$ cat config.mk
export PLATFORM = sky130hd
export DESIGN_NAME = usb_rx_decoder
export DESIGN_NICKNAME = d
export VERILOG_FILES = /design/src/rtl/usb_rx_decoder.sv
export SDC_FILE = /design/constraint.sdc
export NUM_CORES = 1
export LEC_CHECK = 0
export ABC_AREA = 1
export CORE_MARGIN = 4
export CORE_UTILIZATION = 50
export DETAILED_ROUTE_END_ITERATION = 10
export PLACE_DENSITY = 0.7
export SYNTH_ARGS = -nofsm -noshare
export SYNTH_HDL_FRONTEND = slang
export SYNTH_SLANG_ARGS = --single-unit
$ cat constraint.sdc
create_clock -name clk -period 4.7 [get_ports clk]
set_clock_uncertainty 0.05 [all_clocks]
set_input_delay 0.47 -clock clk [delete_from_list [all_inputs] [get_ports clk]]
set_output_delay 0.47 -clock clk [all_outputs]
set_load 0.03 [all_outputs]
$ cat src/rtl/usb_rx_decoder.sv
// usb_rx_decoder: full-speed USB receive path. It synchronizes D+/D-,
// recovers bit timing from D+ edges, NRZI-decodes, checks SYNC, removes
// stuff bits, assembles bytes LSB first and flags end-of-packet.
// Optional feature macro: USB_RX_STUFF_CHECK_EN. When defined, a stuff bit
// that decodes as 1 aborts the packet with rx_error.
module usb_rx_decoder #(
  parameter int CLKS_PER_BIT = 16,
  parameter int SAMPLE_PT    = 8
) (
  input  logic       clk,
  input  logic       n_rst,
  input  logic       d_plus_in,
  input  logic       d_minus_in,
  output logic [7:0] rx_data,
  output logic       byte_ready,
  output logic       packet_start,
  output logic       eop,
  output logic       rx_error,
  output logic       rx_busy
);

  localparam int CW = (CLKS_PER_BIT > 1) ? $clog2(CLKS_PER_BIT) : 1;
  localparam logic [CW-1:0] CNT_LAST   = CW'(CLKS_PER_BIT - 1);
  localparam logic [CW-1:0] CNT_SAMPLE = CW'(SAMPLE_PT);

  typedef enum logic [1:0] {IDLE, SYNC, RECEIVE, EOP_WAIT} state_e;

  state_e          state_q, state_d;
  logic            dp_s1_q, dp_s2_q, dm_s1_q, dm_s2_q;
  logic            dp_prev_q, dm_prev_q;
  logic [CW-1:0]   cnt_q, cnt_d;
  logic            prev_lvl_q, prev_lvl_d;
  logic [2:0]      bit_cnt_q, bit_cnt_d;
  logic [2:0]      ones_q, ones_d;
  logic [7:0]      shreg_q, shreg_d;
  logic [7:0]      rx_data_q, rx_data_d;
  logic            byte_ready_q, byte_ready_d;
  logic            packet_start_q, packet_start_d;
  logic            eop_q, eop_d;
  logic            rx_error_q, rx_error_d;
  logic            eop_pend_q, eop_pend_d;

  logic            line_k, line_se0, line_lvl, dp_edge, se0_det, j_twice;
  logic            bit_tick, dec_bit;
  logic [7:0]      shifted;

  // Two-flop synchronizers plus one history flop of the synchronized lines.
  always_ff @(posedge clk or negedge n_rst) begin
    if (!n_rst) begin
      dp_s1_q   <= 1'b1;
      dp_s2_q   <= 1'b1;
      dm_s1_q   <= 1'b0;
      dm_s2_q   <= 1'b0;
      dp_prev_q <= 1'b1;
      dm_prev_q <= 1'b0;
    end else begin
      // NOTE: non-blocking assignments make every flop take its pre-edge
      // input, so the chain really is two stages deep.
      dp_s1_q   <= d_plus_in;
      dp_s2_q   <= dp_s1_q;
      dm_s1_q   <= d_minus_in;
      dm_s2_q   <= dm_s1_q;
      dp_prev_q <= dp_s2_q;
      dm_prev_q <= dm_s2_q;
    end
  end

  // J is any line with D+ high (covers the illegal 1,1 state).
  assign line_k   = ~dp_s2_q & dm_s2_q;
  assign line_se0 = ~dp_s2_q & ~dm_s2_q;
  assign line_lvl = dp_s2_q;
  assign dp_edge  = dp_s2_q ^ dp_prev_q;
  assign se0_det  = line_se0 & ~dp_prev_q & ~dm_prev_q;
  assign j_twice  = dp_s2_q & dp_prev_q;

  assign bit_tick = (cnt_q == CNT_SAMPLE) && !line_se0 &&
                    ((state_q == SYNC) || (state_q == RECEIVE));
  assign dec_bit  = (line_lvl == prev_lvl_q);
  assign shifted  = {dec_bit, shreg_q[7:1]};

  // Next-state logic: bit timing, NRZI decode, unstuffing and packet FSM.
  always_comb begin
    // NOTE: every variable gets a default first so no path leaves one
    // unassigned, which would otherwise infer a latch.
    state_d        = state_q;
    prev_lvl_d     = prev_lvl_q;
    bit_cnt_d      = bit_cnt_q;
    ones_d         = ones_q;
    shreg_d        = shreg_q;
    rx_data_d      = rx_data_q;
    byte_ready_d   = 1'b0;
    packet_start_d = 1'b0;
    eop_d          = eop_pend_q;
    rx_error_d     = 1'b0;
    eop_pend_d     = 1'b0;

    if ((state_q == IDLE) || dp_edge || (cnt_q == CNT_LAST)) cnt_d = '0;
    else                                                     cnt_d = cnt_q + CW'(1);

    case (state_q)
      IDLE: begin
        prev_lvl_d = 1'b1;
        bit_cnt_d  = 3'd0;
        ones_d     = 3'd0;
        shreg_d    = 8'h00;
        if (line_k) state_d = SYNC;
      end
      SYNC: begin
        if (se0_det) begin
          rx_error_d = 1'b1;
          state_d    = EOP_WAIT;
        end else if (bit_tick) begin
          prev_lvl_d = line_lvl;
          shreg_d    = shifted;
          bit_cnt_d  = bit_cnt_q + 3'd1;
          if (bit_cnt_q == 3'd7) begin
            if (shifted == 8'h80) begin
              packet_start_d = 1'b1;
              ones_d         = 3'd0;
              state_d        = RECEIVE;
            end else begin
              rx_error_d = 1'b1;
              state_d    = EOP_WAIT;
            end
          end
        end
      end
      RECEIVE: begin
        if (bit_tick) begin
          prev_lvl_d = line_lvl;
          if (ones_q == 3'd6) begin
            ones_d = 3'd0;
`ifdef USB_RX_STUFF_CHECK_EN
            if (dec_bit) begin
              rx_error_d = 1'b1;
              state_d    = EOP_WAIT;
            end
`endif
          end else begin
            shreg_d   = shifted;
            bit_cnt_d = bit_cnt_q + 3'd1;
            ones_d    = dec_bit ? ones_q + 3'd1 : 3'd0;
            if (bit_cnt_q == 3'd7) begin
              rx_data_d    = shifted;
              byte_ready_d = 1'b1;
            end
          end
        end
        if (se0_det) begin
          state_d = EOP_WAIT;
          // A byte finishing in this cycle is reported first; eop follows.
          if (byte_ready_d) begin
            eop_pend_d = 1'b1;
          end else begin
            eop_d      = 1'b1;
            rx_error_d = (bit_cnt_d != 3'd0);
          end
        end
      end
      EOP_WAIT: begin
        if (j_twice) state_d = IDLE;
      end
      default: state_d = IDLE;
    endcase
  end

  // Decoder state registers.
  always_ff @(posedge clk or negedge n_rst) begin
    if (!n_rst) begin
      state_q        <= IDLE;
      cnt_q          <= '0;
      prev_lvl_q     <= 1'b1;
      bit_cnt_q      <= 3'd0;
      ones_q         <= 3'd0;
      shreg_q        <= 8'h00;
      rx_data_q      <= 8'h00;
      byte_ready_q   <= 1'b0;
      packet_start_q <= 1'b0;
      eop_q          <= 1'b0;
      rx_error_q     <= 1'b0;
      eop_pend_q     <= 1'b0;
    end else begin
      state_q        <= state_d;
      cnt_q          <= cnt_d;
      prev_lvl_q     <= prev_lvl_d;
      bit_cnt_q      <= bit_cnt_d;
      ones_q         <= ones_d;
      shreg_q        <= shreg_d;
      rx_data_q      <= rx_data_d;
      byte_ready_q   <= byte_ready_d;
      packet_start_q <= packet_start_d;
      eop_q          <= eop_d;
      rx_error_q     <= rx_error_d;
      eop_pend_q     <= eop_pend_d;
    end
  end

  assign rx_data      = rx_data_q;
  assign byte_ready   = byte_ready_q;
  assign packet_start = packet_start_q;
  assign eop          = eop_q;
  assign rx_error     = rx_error_q;
  assign rx_busy      = (state_q != IDLE);

endmodule
==> implementation parameters, run 1 <==
Parameter                              Value

Outcome
  Status    finished clean

Synth
  Mean Syn Cell Area    roughly 8.9 um2
  Yosys reg bits    39
  Sequential element share of the synthesized area    48.8%
  Number of warnings issued by yosys    0
  Post-synth top cells    sky130_fd_sc_hd__nand2_1 (53), sky130_fd_sc_hd__dfrtp_1 (35), sky130_fd_sc_hd__inv_1 (31)
  Post-synthesis cell area    2010 um2
  Post-synthesis cell type with the largest combined area    sky130_fd_sc_hd__dfrtp_1
  Leading register cell type out of synthesis    sky130_fd_sc_hd__dfrtp_1
  Number of unique standard cell types used by synthesis    27
  Area contributors post-synth    sky130_fd_sc_hd__dfrtp_1 (44%), sky130_fd_sc_hd__nand2_1 (9.9%), sky130_fd_sc_hd__ha_1 (7.5%)
  Portion of synthesized cell area occupied by the leading cell type    43.6%
  Synth async-reset ratio    100%
  Post-synth EDFFs    0
  Most frequent cell after synthesis    sky130_fd_sc_hd__nand2_1
  Cell count after synthesis    between 200 and 250
  Synthesized net count    242

Worst setup path
  Top Family by Delay on Critical Path    buffers and inverters
  Worst setup path startpoint    state_q[0]$_DFFE_PN0P_
  Logic depth of the worst register-to-register path    10
  Highest fanout seen on the critical path    6
  Worst reg2reg endpoint    shreg_q[1]$_DFFE_PN0P_
  Slowest CP cell    sky130_fd_sc_hd__clkdlybuf4s50_1
  WP buf/inv    3
  Worst R2R Start    state_q[0]$_DFFE_PN0P_
  Worst reg-to-reg setup slack    2590 ps
  Stages on worst setup path    4
  Critical path endpoint category    primary output
  Worst setup path endpoint    rx_busy
  Classification of the worst setup path    flop to primary output
  Worst EP required    around 4200 ps
  Top cell by count, worst path    sky130_fd_sc_hd__inv_1
  CP arrival    approximately 1800 ps
  Nature of the critical path startpoint    flop
  Max stage delay on crit path    670 ps
  Cell Chain, Critical Path    inv_1, ha_1, inv_1, clkdlybuf4s50_1

CTS
  Post-CTS Hold Fix Bufs    0
  Total clock sinks    39
  Clock buffer count from CTS    5
  Number of post-CTS setup repair buffers    0
  Library cell used as clock root buffer    sky130_fd_sc_hd__clkbuf_8
  Cts repair resizes    0
  Number of levels in the clock H-tree    2
  Maximum buffer depth of the clock tree    2
  Clock latency reported for the late side of the worst-skew pair    300 ps
  Clock slew seen by the registers of the worst setup and hold paths    80 ps
  CTS tree    built

Layout
  Diodes inserted    0
  Number of filler instances in the final layout    342
  Fraction of final layout cells sized beyond drive strength 1    13.1%
  Post-Layout Inst Area    ~2300 um2
  NumNets Final    260
  Post-synthesis to final-layout area growth    13.6%

Floorplanning
  Standard-cell rows    22
  Effective utilization at floorplan    53.3%
  Die footprint    5100 um2
  Core area    3770 um2
  Width of the die    71.4 um
  Top-level I/O count    17
  Floorplan die height    just over 70 um

Power
  Power density over cell area    about 510 nW/um2
  Leak    between 1 and 1.5 nW
  Highest ir drop seen on vdd    ~360 uV
  Overall power consumption    about 1.2 mW

Routing
  Routed Antenna Nets    0
  DR iter-0 viols    94
  Number of iterations in the first detailed-routing pass    4
  Total via count after detailed routing    1466
  Sum of routed wire length over all layers    3.52 mm
  DRC violations left    0
  Via-per-instance ratio    5.00
  Routed len/inst    12.0 um

GRT
  GRT Util Overall    15.3%
  Antenna violations before repair    0
  Largest net degree at the start of global routing    40
  GRT overflow    0
  Vias in the first global route    1401
  Wire length of the first global-routing pass    roughly 6 mm

Hold path
  Class of the most critical hold timing path    input pin to asynchronous set/reset pin

Timing
  Final-layout setup total negative slack    0 ps
  Part of the cycle the worst path needs    49.6%
  Final Hold Viols    0
  Crit path time final    approximately 2300 ps
  Final setup violation count    0
  Remaining max-slew budget at the tightest pin    between 40 and 50%
  Transition at the pin with the smallest max-transition slack    844 ps
  Unrepaired setup endpoints after global routing    false
  Maximum achievable frequency    429 MHz
  Max-slew violation count    0

Placement
  Placer's final routability congestion estimate    0.854
  Quantity of I/O buffers inserted on ports    16
  Half-perimeter wire length after detailed placement    2.57 mm
  Post-DP Area    2180 um2

Flow run
  Total of max-cap violations    0
[per-layer routing]
metal,GRT usage (%),share of wire [%],vias to the layer above
li1,-,-,752
met1,19.6,49,679
met2,24.4,44,27
met3,3.37,4.7,8
met4,7.52,2.1,0
met5,0,0,-
[layout make-up]
| cell class | instances | area, um2 | area share [%] |
|---|---|---|---|
| clock buffer | 7 | 96.3 | 4.22 |
| clock inverter | 1 | 7.51 | 0.329 |
| inverter | 31 | 116 | 5.10 |
| multi-input combinational | 151 | 867 | 38.0 |
| sequential | 39 | 981 | 43.0 |
| tap | 48 | 60.1 | 2.63 |
| timing repair buffer | 16 | 155 | 6.79 |
[cell families after synthesis]
group,after synthesis,synth area share [%]
DFF,39,48.8
other,1,0.187
buffers and inverters,36,8.09
xor gates and xnor gates,4,1.74
and+or+nand+nor,103,25.2
AOI/OAI and AO/OA,31,8.52
adders and majority gates,12,7.47
[worst min-delay path by stage]
stage / start / end / slack, ps / cells after the start
after floorplan: n_rst / bit_cnt_q[0]$_DFFE_PN0P_ / 120 / 0
after global placement: dm_s1_q$_DFF_PN0_ / dm_s2_q$_DFF_PN0_ / 280 / 0
after detailed placement: dm_s1_q$_DFF_PN0_ / dm_s2_q$_DFF_PN0_ / 290 / 0
after CTS: n_rst / rx_data[4]$_DFFE_PN0P_ / 240 / 1
after global routing: n_rst / rx_data[4]$_DFFE_PN0P_ / 280 / 1
final: n_rst / rx_data[4]$_DFFE_PN0P_ / 220 / 1
[stage by stage]
step           hold slack (ps)  std cells  utilization [%]  setup slack (ps)
6_report                   222        293             60.6              2370
5_1_grt                    283        293             60.6              2270
4_1_cts                    245        293             60.6              2360
3_5_place_dp               294        285             57.8              2610
3_3_place_gp               284        285             57.8              2650
2_1_floorplan              124        226                -              2900
[registers in the layout (all words and copies together), names as in the netlist, 2 cells and up]
name	cells
bit_cnt_q	3
rx_data	8
state_q	2
shreg_q	7
ones_q	3
cnt_q	4
[layout by cell type (no fill, tap or decap), types with 2 or more instances in the layout]
cell | netlist | layout
sky130_fd_sc_hd__a21oi_1 | 5 | 5
sky130_fd_sc_hd__clkbuf_8 | 0 | 7
sky130_fd_sc_hd__clkdlybuf4s50_1 | 0 | 15
sky130_fd_sc_hd__dfrtp_1 | 35 | 35
sky130_fd_sc_hd__dfstp_2 | 4 | 4
sky130_fd_sc_hd__ha_1 | 12 | 12
sky130_fd_sc_hd__inv_1 | 31 | 31
sky130_fd_sc_hd__nand2_1 | 53 | 53
sky130_fd_sc_hd__nand2_4 | 4 | 4
sky130_fd_sc_hd__nand3_1 | 18 | 18
sky130_fd_sc_hd__nand3_2 | 4 | 4
sky130_fd_sc_hd__nand4_1 | 2 | 2
sky130_fd_sc_hd__nor2_1 | 14 | 14
sky130_fd_sc_hd__nor2_2 | 2 | 2
sky130_fd_sc_hd__o21ai_0 | 15 | 15
sky130_fd_sc_hd__o21ai_1 | 6 | 6
sky130_fd_sc_hd__o21ai_2 | 4 | 4
sky130_fd_sc_hd__or2_2 | 2 | 2
sky130_fd_sc_hd__xnor2_1 | 2 | 2
sky130_fd_sc_hd__xor2_1 | 2 | 2
[report_power, final]
group | switching, mW | total (mW) | internal, mW
registers | 0.0394 | 0.424 | 0.385
clock network | 0.117 | 0.250 | 0.133
logic | 0.332 | 0.487 | 0.156
total | 0.488 | 1.16 | 0.674
(Power assumes the default switching activity.)
==> run 2, diff against run 1 <==
clock period = 2.4 ns   (was 4.7 ns; I/O delays follow)
==> run 2 against run 1 <==
Compared with the run above:
- the run now ends with hold timing left
- via count decreased by 1.6%
- cell area increased by 0.11%
- routed wire length decreased by 4.1%
- die area unchanged
- worst setup slack got worse by 2100 ps
- sequential power increased by 96%
- core utilization increased by 0.066 points
- power increased by 95%
- clock power increased by 84%
- cell count increased by 0.34%
- first-iteration DRC count increased by 8.5%
- critical path type unchanged
- largest power group unchanged
==> implementation parameters, run 2 (synthesis results as in run 1) <==
Parameter                              Value

CTS
  Total clock sinks    39
  Post-CTS Hold Fix Bufs    0
  Cts repair resizes    0
  Number of levels in the clock H-tree    2
  CTS tree    built
  Library cell used as clock root buffer    sky130_fd_sc_hd__clkbuf_8
  Clock slew seen by the registers of the worst setup and hold paths    approximately 80 ps
  Clock buffer count from CTS    5
  Maximum buffer depth of the clock tree    2
  Clock latency reported for the late side of the worst-skew pair    290 ps
  Number of post-CTS setup repair buffers    0

GRT
  Largest net degree at the start of global routing    40
  Wire length of the first global-routing pass    about 6 mm
  Antenna violations before repair    0
  GRT Util Overall    between 10% and 20%
  Vias in the first global route    ~1400
  GRT overflow    0

Timing
  Transition at the pin with the smallest max-transition slack    846 ps
  Final-layout setup total negative slack    0 ps
  Final setup violation count    0
  Fin Hold WS    -2.99 ps
  Smallest setup slack after layout    about 290 ps
  Remaining max-slew budget at the tightest pin    43.6%
  Part of the cycle the worst path needs    87.9%
  Final Hold Viols    2
  Maximum achievable frequency    around 470 MHz
  Crit path time final    2110 ps
  Max-slew violation count    0
  Unrepaired setup endpoints after global routing    false

Layout
  Commonest non-fill, non-tap cell in the layout    sky130_fd_sc_hd__nand2_1
  Final non-filler cell total    294
  Highest-count cells in the layout ignoring fill and taps    sky130_fd_sc_hd__nand2_1 (53), sky130_fd_sc_hd__dfrtp_1 (35), sky130_fd_sc_hd__inv_1 (31), sky130_fd_sc_hd__nand3_1 (18)
  Diodes inserted    0
  Post-synthesis to final-layout area growth    13.7%
  Number of flip-flops in the largest register    8
  Fraction of final layout cells sized beyond drive strength 1    13.4%
  NumNets Final    261

Placement
  Placement-stage worst setup slack    537 ps
  Placer's final routability congestion estimate    between 0.8 and 0.9
  Half-perimeter wire length after detailed placement    2.48 mm
  Placed cell count    approximately 290
  Quantity of I/O buffers inserted on ports    16

Routing
  DR iter-0 viols    102
  Total via count after detailed routing    1443
  Routed Antenna Nets    0
  Number of iterations in the first detailed-routing pass    4
  Top Metal Used    met4
  DRC violations left    0
  Routed len/inst    11.5 um
  Via-per-instance ratio    4.91
  Detailed route wirelength on metal3    around 130 um
  Detail Route met2 WL    1.58 mm
  Sum of routed wire length over all layers    3.38 mm
  Routed metal-1 wire length    about 1.6 mm

Floorplanning
  Core area    3770 um2
  Floorplan die height    between 70 and 80 um
  Width of the die    71.4 um
  Top-level I/O count    17
  Die footprint    approximately 5000 um2
  Standard-cell rows    22
  Effective utilization at floorplan    53.3%

Worst setup path
  Classification of the worst setup path    flop to primary output
  Highest fanout seen on the critical path    6
  Critical path endpoint category    primary output
  CP arrival    about 1800 ps
  Logic depth of the worst register-to-register path    11
  Worst reg-to-reg setup slack    510 ps
  Nature of the critical path startpoint    flop
  Worst reg2reg endpoint    state_q[1]$_DFFE_PN0P_
  Worst EP required    2110 ps
  Worst R2R Start    state_q[0]$_DFFE_PN0P_

Power
  Highest ir drop seen on vdd    about 700 uV
  Power density over cell area    990 nW/um2
  Leak    1.09 nW

Hold path
  Class of the most critical hold timing path    input pin to asynchronous set/reset pin

Outcome
  Failing checks    hold timing
  Status    finished with violations

Flow run
  Total of max-cap violations    0
[run 2: changes by cell type in the layout (fill, tap and decap cells not counted)]
cell	before	now
sky130_fd_sc_hd__buf_4	0	1
sky130_fd_sc_hd__clkbuf_8	7	6
sky130_fd_sc_hd__clkinv_4	0	1
[run 2: critical path, stage by stage (launching register included)]
cell,delay [ps]
sky130_fd_sc_hd__dfrtp_1,440
sky130_fd_sc_hd__inv_1,90
sky130_fd_sc_hd__ha_1,250
sky130_fd_sc_hd__inv_1,90
sky130_fd_sc_hd__clkdlybuf4s50_1,670
[run 2: where the power goes]
part	switching, mW	leakage, nW	internal, mW
clock network	0.227	0.0474	0.234
logic	0.651	0.535	0.321
registers	0.0768	0.512	0.753
total	0.955	1.09	1.31
[run 2: metal layers]
| layer | vias up | GRT usage, % |
|---|---|---|
| met5 | - | 0 |
| met4 | 0 | 6.26 |
| met3 | 4 | 5.05 |
| met2 | 20 | 23.0 |
| met1 | 670 | 20.4 |
| li1 | 749 | - |
[run 2: through the flow]
stage / hold WS, ps / power, mW / instance area (um2) / util, %
4_1_cts: 17.1 / 2.29 / 2290 / 60.6
3_5_place_dp: 287 / 1.81 / 2190 / 58.0
6_report: -2.99 / 2.26 / 2290 / 60.6
5_1_grt: 44.1 / 2.47 / 2290 / 60.6
3_3_place_gp: 283 / 1.81 / 2190 / 58.0
2_1_floorplan: -106 / 1.67 / 2010 / -
[run 2: final cells by class]
| cell class | count | area (um2) |
|---|---|---|
| clock buffer | 6 | 82.6 |
| sequential | 39 | 981 |
| tap | 48 | 60.1 |
| clock inverter | 2 | 16.3 |
| timing repair buffer | 17 | 163 |
| inverter | 31 | 116 |
| multi-input combinational | 151 | 867 |
| fill | 334 | 1490 |
[run 2: how the worst max path moves through the flow]
stage,start,to,slack [ps],depth (start not counted)
3_3_place_gp,state_q[0]$_DFFE_PN0P_,state_q[1]$_DFFE_PN0P_,550,11
5_1_grt,state_q[0]$_DFFE_PN0P_,rx_busy,200,4
4_1_cts,state_q[0]$_DFFE_PN0P_,rx_busy,290,4
2_1_floorplan,state_q[0]$_DFFE_PN0P_,shreg_q[3]$_DFFE_PN0P_,600,11
3_5_place_dp,state_q[0]$_DFFE_PN0P_,shreg_q[7]$_DFFE_PN0P_,540,10
6_report,state_q[0]$_DFFE_PN0P_,rx_busy,290,4
